==> config.mk <==
export PLATFORM = sky130hd
export DESIGN_NAME = trivium_stream_w_flat
export DESIGN_NICKNAME = d
export VERILOG_FILES = /design/src/rtl/trivium_stream_w_if.sv /design/src/rtl/trivium_stream_w.sv /design/src/flat_wrapper.sv
export SDC_FILE = /design/constraint.sdc
export NUM_CORES = 1
export LEC_CHECK = 0
export CORE_MARGIN = 5
export CORE_UTILIZATION = 60
export DETAILED_ROUTE_END_ITERATION = 7
export PLACE_DENSITY_LB_ADDON = 0.2
export SYNTH_ARGS = -nofsm -noshare
export SYNTH_HDL_FRONTEND = slang
export SYNTH_SLANG_ARGS = --single-unit
==> constraint.sdc <==
create_clock -name clk -period 26.2 [get_ports clk]
set_input_delay 5.24 -clock clk [delete_from_list [all_inputs] [get_ports clk]]
set_output_delay 5.24 -clock clk [all_outputs]
set_load 0.02 [all_outputs]
==> src/rtl/trivium_stream_w_if.sv <==
// Keystream bus for trivium_stream_w: key/iv load request, warm-up status,
// and a valid/ready keystream word with an accepted-word counter.
// Ports: key, iv, start, ks_ready (host -> core); busy, ks_valid,
//        ks_data[W-1:0], ks_count[31:0] (core -> host).
interface trivium_stream_w_if #(
    parameter int W = 1
);
    logic [79:0]  key;
    logic [79:0]  iv;
    logic         start;
    logic         busy;
    logic         ks_valid;
    logic         ks_ready;
    logic [W-1:0] ks_data;
    logic [31:0]  ks_count;

    modport master (
        output key, iv, start, ks_ready,
        input  busy, ks_valid, ks_data, ks_count
    );

    modport slave (
        input  key, iv, start, ks_ready,
        output busy, ks_valid, ks_data, ks_count
    );
endinterface

==> src/rtl/trivium_stream_w.sv <==
// Trivium keystream generator producing W bits per clock step.
// Ports: clk, rst (async, active-high), bus (trivium_stream_w_if.slave):
//   key/iv/start load a stream, busy marks warm-up, ks_valid/ks_ready/
//   ks_data carry keystream words, ks_count counts accepted words.
module trivium_stream_w #(
    parameter int W      = 1,
    parameter int WARMUP = 1152
) (
    input  logic             clk,
    input  logic             rst,
    trivium_stream_w_if.slave bus
);
    typedef enum logic [1:0] {IDLE, INIT, RUN} fsm_t;

    localparam int unsigned STEPS = WARMUP / W;

    fsm_t         fsm;
    logic [287:0] s;
    logic [287:0] s_next;
    logic [W-1:0] z;
    logic         busy_q;
    logic         valid_q;
    logic [31:0]  ks_cnt;
    logic [31:0]  init_cnt;
    logic         t1, t2, t3;

    // Bit n of s is Trivium state bit s(n+1).
    logic [287:0] load;
    assign load = {3'b111, 112'b0, bus.iv, 13'b0, bus.key};

    // W unrolled rounds; z[j] comes from round j.
    always_comb begin
        s_next = s;
        z      = '0;
        t1     = 1'b0;
        t2     = 1'b0;
        t3     = 1'b0;
        for (int j = 0; j < W; j++) begin
            t1   = s_next[65] ^ s_next[92];
            t2   = s_next[161] ^ s_next[176];
            t3   = s_next[242] ^ s_next[287];
            z[j] = t1 ^ t2 ^ t3;
            t1   = t1 ^ (s_next[90] & s_next[91]) ^ s_next[170];
            t2   = t2 ^ (s_next[174] & s_next[175]) ^ s_next[263];
            t3   = t3 ^ (s_next[285] & s_next[286]) ^ s_next[68];
            s_next = {s_next[286:177], t2,
                      s_next[175:93], t1,
                      s_next[91:0], t3};
        end
    end

    always_ff @(posedge clk or posedge rst) begin
        if (rst) begin
            fsm      <= IDLE;
            s        <= '0;
            busy_q   <= 1'b0;
            valid_q  <= 1'b0;
            ks_cnt   <= '0;
            init_cnt <= '0;
        end else if (bus.start) begin
            // A new load wins over any handshake in the same cycle.
            s        <= load;
            ks_cnt   <= '0;
            init_cnt <= '0;
            if (STEPS == 0) begin
                fsm     <= RUN;
                busy_q  <= 1'b0;
                valid_q <= 1'b1;
            end else begin
                fsm     <= INIT;
                busy_q  <= 1'b1;
                valid_q <= 1'b0;
            end
        end else begin
            unique case (fsm)
                IDLE: begin
                    busy_q  <= 1'b0;
                    valid_q <= 1'b0;
                end
                INIT: begin
                    s        <= s_next;
                    init_cnt <= init_cnt + 32'd1;
                    if (init_cnt == 32'(STEPS - 1)) begin
                        fsm     <= RUN;
                        busy_q  <= 1'b0;
                        valid_q <= 1'b1;
                    end
                end
                RUN: begin
                    if (bus.ks_ready) begin
                        s      <= s_next;
                        ks_cnt <= ks_cnt + 32'd1;
                    end
                end
                default: begin
                    fsm     <= IDLE;
                    busy_q  <= 1'b0;
                    valid_q <= 1'b0;
                end
            endcase
        end
    end

    // Zero state yields a zero word, so ks_data is 0 whenever reset holds.
    assign bus.ks_data  = z;
    assign bus.busy     = busy_q;
    assign bus.ks_valid = valid_q;
    assign bus.ks_count = ks_cnt;
endmodule
==> src/flat_wrapper.sv <==
// flat-port wrapper written by rule: the top's interface ports become plain ports
module trivium_stream_w_flat 
#(
    parameter int W      = 1,
    parameter int WARMUP = 1152
)
  (clk, rst, bus_key, bus_iv, bus_start, bus_ks_ready, bus_busy, bus_ks_valid, bus_ks_data, bus_ks_count);
  trivium_stream_w_if #(.W(W)) bus_i ();
  input  logic clk;
  input  logic rst;
  input wire logic [$bits(bus_i.key)-1:0] bus_key;
  input wire logic [$bits(bus_i.iv)-1:0] bus_iv;
  input wire logic [$bits(bus_i.start)-1:0] bus_start;
  input wire logic [$bits(bus_i.ks_ready)-1:0] bus_ks_ready;
  output wire logic [$bits(bus_i.busy)-1:0] bus_busy;
  output wire logic [$bits(bus_i.ks_valid)-1:0] bus_ks_valid;
  output wire logic [$bits(bus_i.ks_data)-1:0] bus_ks_data;
  output wire logic [$bits(bus_i.ks_count)-1:0] bus_ks_count;
  assign bus_i.key = bus_key;
  assign bus_i.iv = bus_iv;
  assign bus_i.start = bus_start;
  assign bus_i.ks_ready = bus_ks_ready;
  assign bus_busy = bus_i.busy;
  assign bus_ks_valid = bus_i.ks_valid;
  assign bus_ks_data = bus_i.ks_data;
  assign bus_ks_count = bus_i.ks_count;
  trivium_stream_w #(.W(W), .WARMUP(WARMUP)) u_core (.clk(clk), .rst(rst), .bus(bus_i));
endmodule
==> flow_summary.toml, run 1 <==
[floorplanning]
num_rows = 59
dieWidth_um = 172
dieHeight_um = 172
io_pins = 199
die_area_mm2 = 0.0296
start_util = 0.607
core-area_mm2 = 0.0260

[sta]
hold_violations = 0
finalMaxSlewViolations = 0
setup_viol = 0
finalCritPeriodShare = 0.304
fin_setup_tns_ns = 0
holdWs_ns = 0.478
setup_ws_ns = 18.24
fin_skew_ns = 0.0142
tightest_slew_ns = 1.18
finalCriticalPeriod_ns = 7.96
rsz0062_at_grt = "no"
slew_headroom = 0.212
fmax_mhz = 126

[global_route]
antenna_found_initial = 0
use_met1 = 0.313
grt_pass1_vias = 11200
use_met3 = 0.0482
overflow = 0
grt_util_met2 = 0.339
track_usage = 0.216
busiest_layer = "met2"
grt_max_degree = 316
grt_pass1_wl_mm = 53.8

[clock_tree]
cts.sinks = 356
cts_tree = "built"
cts.reportedPaths.clkPinSlew_ns = 0.06
clock_latency_ns = 0.52
cts_resized = 0
htreeDepth = 2
postCtsSetupBuffers = 0
cts_buffers = 38
cts_root_buf = "clkbuf_16"
holdBufCountCts = 0
clk_path_buf_depth = 3

[drt]
wl_per_cell_um = 15.0
vias_per_cell = 5.44
vias = 11600
drt_iter0_markers = 901
dr.pass1.iters = 5
wl_mm = 31.9
drc = 0
antenna_left = 0

[cells_and_area]
nets = 1932
syn_to_final_growth_pct = 20.9
drive_gt1_frac = 0.0413
antenna_cells = 0
utilization = 0.734

[synthesis]
ys_async_sr_fraction = 1.00
synth_top_family_by_area = "simple AND/OR/NAND/NOR gates"
avgSynthCellArea_um2 = 9.69
ys.warnings.count = 0
synth-simple-area-share = 0.168
synth.mux.area_fraction = 0.102
synth_cells = 1629
synthFlopType = "dfrtp_1"
synth_compound_area_frac = 0.102
syn_area_mm2 = 0.0158
synth_edf_count = 0
synthDistinctLibCells = 41
synthXorXnorAreaFrac = 0.0316
synth_fa_ha_area_frac = 0.00159
synth_fp_nets = 1795
ys_seq_area_frac = 0.565
synth-seq-cells = 356

[placement]
gp_congestion = 0.799
io_buffers = 198
place_ws_ns = 17.75
hpwlAfterDp_mm = 19.6

[critical_path]
r2r.worst_path.cells = 6
startpoint_type = "input port"
r2r_start = "u_core.fsm[1]$_DFFE_PP0P_"
critPathRequiredTime_ns = 26.53
criticalPathCategory = "input port to flip-flop"
crit_arrival_ns = 8.29
path_max_fanout = 315
cpPeakStageDelay_ns = 0.97
slowest_stage = "buf_4"
r2r_end = "u_core.s[184]$_DFFE_PP0P_"
r2r_slack_ns = 22.80
worstPathCellList = "clkdlybuf4s50_1 > and2_1 > nor3_4 > buf_12 > buf_4 > o21ai_0"
end_kind = "flip-flop"

[power_and_ir_drop]
peakVddDrop_mv = 0.0467
p_leak_uw = 0.00801
power_density_mw_per_mm2 = 62.9

[hold_path]
min-delay-start = "u_core.s[110]$_DFFE_PP0P_"
hold_path_end = "u_core.s[110]$_DFFE_PP0P_"
hold_path.class = "flip-flop to flip-flop"
whs_path_depth = 2

[job]
maxCapViolations = 0

[status]
status = "finished clean"
cells in the mapped netlist, types with 4 or more instances:
| library cell | n | area [um^2] |
|---|---|---|
| nor2_1 | 66 | 248 |
| nor3_1 | 12 | 60.1 |
| nand3_1 | 14 | 70.1 |
| or3_1 | 9 | 56.3 |
| nor4_1 | 6 | 37.5 |
| and4_1 | 8 | 70.1 |
| nand2_1 | 433 | 1630 |
| o21ai_0 | 298 | 1490 |
| and3_1 | 5 | 31.3 |
| dfrtp_1 | 356 | 8910 |
| mux2i_1 | 159 | 1590 |
| buf_2 | 25 | 125 |
| a21oi_1 | 14 | 70.1 |
| xor2_1 | 29 | 254 |
| or4_1 | 4 | 30.0 |
| nand2b_1 | 14 | 87.6 |
| inv_1 | 7 | 26.3 |
| nand4_1 | 27 | 169 |
| clkbuf_1 | 81 | 304 |
| xnor2_1 | 28 | 245 |
layer usage:
| metal | up-vias | part of all wire |
|---|---|---|
| met5 | - | 0 |
| met4 | 0 | 0.016 |
| met3 | 46 | 0.064 |
| met2 | 243 | 0.47 |
| met1 | 5526 | 0.45 |
| li1 | 5762 | - |
through the flow:
step / instance area, um^2 / total power [uW] / cells
global placement: 17800 / 685 / 2061
CTS: 19100 / 1210 / 2127
global route: 19100 / 1250 / 2127
floorplan: 15800 / 648 / 1629
detailed placement: 17800 / 689 / 2061
finish: 19100 / 1200 / 2127
final cells by class:
cell class              instances  area, um^2
flip-flops and latches        356        8910
clock inverters                 2        10.0
multi-input cells            1155        6390
fillers                      1850        6910
clock buffers                  64        1220
well taps                     335         419
inverters                       8        37.5
repair buffers                207        2080
report_power, final:
part	switching, uW	total, uW	leakage, uW	internal, uW
sequential	15.7	593	0.00458	578
combinational	40.8	85.3	0.00282	44.4
clock	206	521	0.000606	316
total	262	1200	0.00801	938
state kept, by name, indices dropped and copies added, names as in the netlist:
name	cells
u_core.init_cnt	32
u_core.bus.busy	1
u_core.bus.ks_count	32
u_core.s	288
u_core.bus.ks_valid	1
u_core.fsm	2
worst max-delay path by stage:
stage                            start                          end  slack (ns)  cells past startpoint
after CTS                 bus_ks_ready    u_core.s[184]$_DFFE_PP0P_       18.28                      6
final                     bus_ks_ready    u_core.s[184]$_DFFE_PP0P_       18.24                      6
after global placement    bus_ks_ready    u_core.s[166]$_DFFE_PP0P_       17.90                      6
after detailed placement  bus_ks_ready    u_core.s[220]$_DFFE_PP0P_       17.75                      6
after floorplan                    rst  u_core.bus.busy$_DFFE_PP0P_       11.08                      1
after global routing      bus_ks_ready    u_core.s[259]$_DFFE_PP0P_       17.92                      6
cell families after synthesis:
kind of cell,after synthesis
AO/OA/AOI/OAI,318
XOR/XNOR,57
adder cells (fa/ha/maj),2
buffers and inverters,118
flip-flops,356
multiplexers,160
AND/OR/NAND/NOR,618
worst max-delay path, delay by kind of cell:
| family | cells | cell delay [ns] |
|---|---|---|
| compound gates | 1 | 0.28 |
| buf+inv | 3 | 2.09 |
| simple gates | 2 | 0.41 |
cell usage in the layout (no fill, tap or decap), types with 5 or more instances in the layout:
cell type,instances
or3_1,9
xor2_1,29
xnor2_1,28
buf_4,7
nor2_1,66
a21oi_1,14
nand2_1,433
and4_1,8
nand2b_1,14
mux2i_1,159
and3_1,5
nor3_1,12
inv_1,6
clkbuf_16,41
dfrtp_1,356
clkbuf_1,12
nand4_1,27
nor4_1,6
clkbuf_8,11
nand3_1,14
o21ai_0,298
clkdlybuf4s50_1,197
Note: power is estimated with default switching activity, not from simulation.
==> inputs of run 2 (changes only) <==
CORE_UTILIZATION = 50   (was 60)
clock period = 7.02 ns   (was 26.2 ns; I/O delays follow)
==> run 2 against run 1 <==
Effect of this change:
- register-to-register slack lost 18 ns
- hold slack got worse by 0.0029 ns
- highest routed layer unchanged
- sequential share of layout area fell by 0.24 points
- critical path depth fell by 2
- clock-buffer cell count decreased by 13
- via count fell by 1.3%
- utilization fell by 12 points
- global-route usage decreased by 4.0 points
- wire length is 1.2% lower
- design area increased by 0.52%
==> flow_summary.toml, run 2 (synthesis gave the netlist of run 1 again) <==
[drt]
wl_met2_mm = 14.4
detailroute.wirelength.met3_mm = 1.39
dr.pass1.iters = 6
antenna_left = 0
wl_mm = 31.5
drt_iter0_markers = 671
vias = 11400
vias_per_cell = 5.20
drc = 0
met1Wirelength_mm = 15.1
top_layer_used = "met4"
wl_per_cell_um = 14.3

[job]
maxCapViolations = 0

[clock_tree]
cts.reportedPaths.clkPinSlew_ns = 0.06
clk_path_buf_depth = 3
cts.sinks = 356
cts_buffers = 38
holdBufCountCts = 0
htreeDepth = 2
cts_resized = 0
cts_tree = "built"
postCtsSetupBuffers = 0
cts_root_buf = "clkbuf_16"
clock_latency_ns = 0.52

[power_and_ir_drop]
total_power_uw = 4480
p_leak_uw = 0.00801
power_density_mw_per_mm2 = 234
peakVddDrop_mv = 0.142

[critical_path]
crit_arrival_ns = 2.28
critPathRequiredTime_ns = 5.62
cp-startpoint = "u_core.s[65]$_DFFE_PP0P_"
path_max_fanout = 3
critPathCapture = "bus_ks_data"
startpoint_type = "flip-flop"
end_kind = "output pin"
r2r.worst_path.cells = 5
r2r_slack_ns = 4.41
criticalPathCategory = "flip-flop to output pin"
r2r_end = "u_core.s[138]$_DFFE_PP0P_"
r2r_start = "u_core.fsm[1]$_DFFE_PP0P_"

[global_route]
grt_pass1_wl_mm = 53.6
overflow = 0
antenna_found_initial = 0
track_usage = 0.176
grt_max_degree = 205
grt_pass1_vias = 11000

[sta]
fmax_mhz = 271
hold_violations = 0
rsz0062_at_grt = "no"
slew_headroom = 0.267
fin_skew_ns = 0.0141
fin_setup_tns_ns = 0
finalCritPeriodShare = 0.525
setup_ws_ns = 3.33
finalCriticalPeriod_ns = 3.69
setup_viol = 0
tightest_slew_ns = 1.10
holdWs_ns = 0.475
finalMaxSlewViolations = 0

[floorplanning]
core-area_mm2 = 0.0314
die_area_mm2 = 0.0352
dieWidth_um = 188
io_pins = 199
start_util = 0.503
num_rows = 65
dieHeight_um = 188

[cells_and_area]
regMostFlops = "u_core.s"
syn_to_final_growth_pct = 21.5
fillers = 2607
nets = 1934
largest_reg_flops = 288
drive_gt1_frac = 0.0440
mostFrequentLayoutCell = "nand2_1"
multi_input_area_mm2 = 0.00639
layout_common_cells = "nand2_1 (433), dfrtp_1 (356), o21ai_0 (298), clkdlybuf4s50_1 (197), mux2i_1 (159)"
ff_latch_area_mm2 = 0.00891
antenna_cells = 0

[placement]
place_ws_ns = 3.16
io_buffers = 198
hpwlAfterDp_mm = 19.6
gp_congestion = 0.783

[hold_path]
hold_path.class = "flip-flop to flip-flop"
whs_path_depth = 2

[status]
status = "finished clean"
==> run 2: cell count changes in the layout (fill, tap and decap cells not counted), sizes merged <==
cell      previous run  this run
bufinv               0         3
clkinvlp             0         2
clkinv               2         9
clkbuf              64        51
inv                  8         9
buf                 10        12
==> run 2: per-stage QoR <==
step                      utilization  instance area, um^2  cells
after floorplan                     -                15800   1629
after global placement          0.572                18000   2130
after detailed placement        0.572                18000   2130
after CTS                       0.611                19200   2196
after global routing            0.611                19200   2196
final                           0.611                19200   2196
==> run 2: worst max-delay path: stages (launching register included) <==
cell and delay (ns):
dfrtp_1 0.42, xnor2_1 0.31, xnor2_1 0.20, xnor2_1 0.15
clkdlybuf4s50_1 0.69
==> run 2: final cells by class <==
| class | instances | area share |
|---|---|---|
| sequential | 356 | 0.465 |
| tap | 402 | 0.0262 |
| timing repair buffer | 209 | 0.111 |
| inverter | 8 | 0.00176 |
| multi-input combinational | 1155 | 0.334 |
| clock buffer | 51 | 0.0542 |
| clock inverter | 15 | 0.00894 |
==> run 2: worst min path at each step <==
stage | start | to | slack (ns)
global route | u_core.s[3]$_DFFE_PP0P_ | u_core.s[3]$_DFFE_PP0P_ | 0.50
detailed placement | u_core.s[132]$_DFFE_PP0P_ | u_core.s[132]$_DFFE_PP0P_ | 0.47
CTS | u_core.s[151]$_DFFE_PP0P_ | u_core.s[151]$_DFFE_PP0P_ | 0.48
floorplan | u_core.s[177]$_DFFE_PP0P_ | u_core.s[177]$_DFFE_PP0P_ | 0.45
global placement | u_core.s[40]$_DFFE_PP0P_ | u_core.s[40]$_DFFE_PP0P_ | 0.46
finish | u_core.s[3]$_DFFE_PP0P_ | u_core.s[3]$_DFFE_PP0P_ | 0.48
==> run 2: power breakdown <==
group / internal (uW) / switching, uW
registers: 2160 / 57.5
logic: 167 / 152
clock network: 1150 / 792
total: 3480 / 1000
==> run 2: per-layer routing <==
layer	vias up	global-route usage
li1	5778	-
met2	207	0.273
met1	5395	0.258
met4	0	0.0471
met5	-	0
met3	47	0.0343
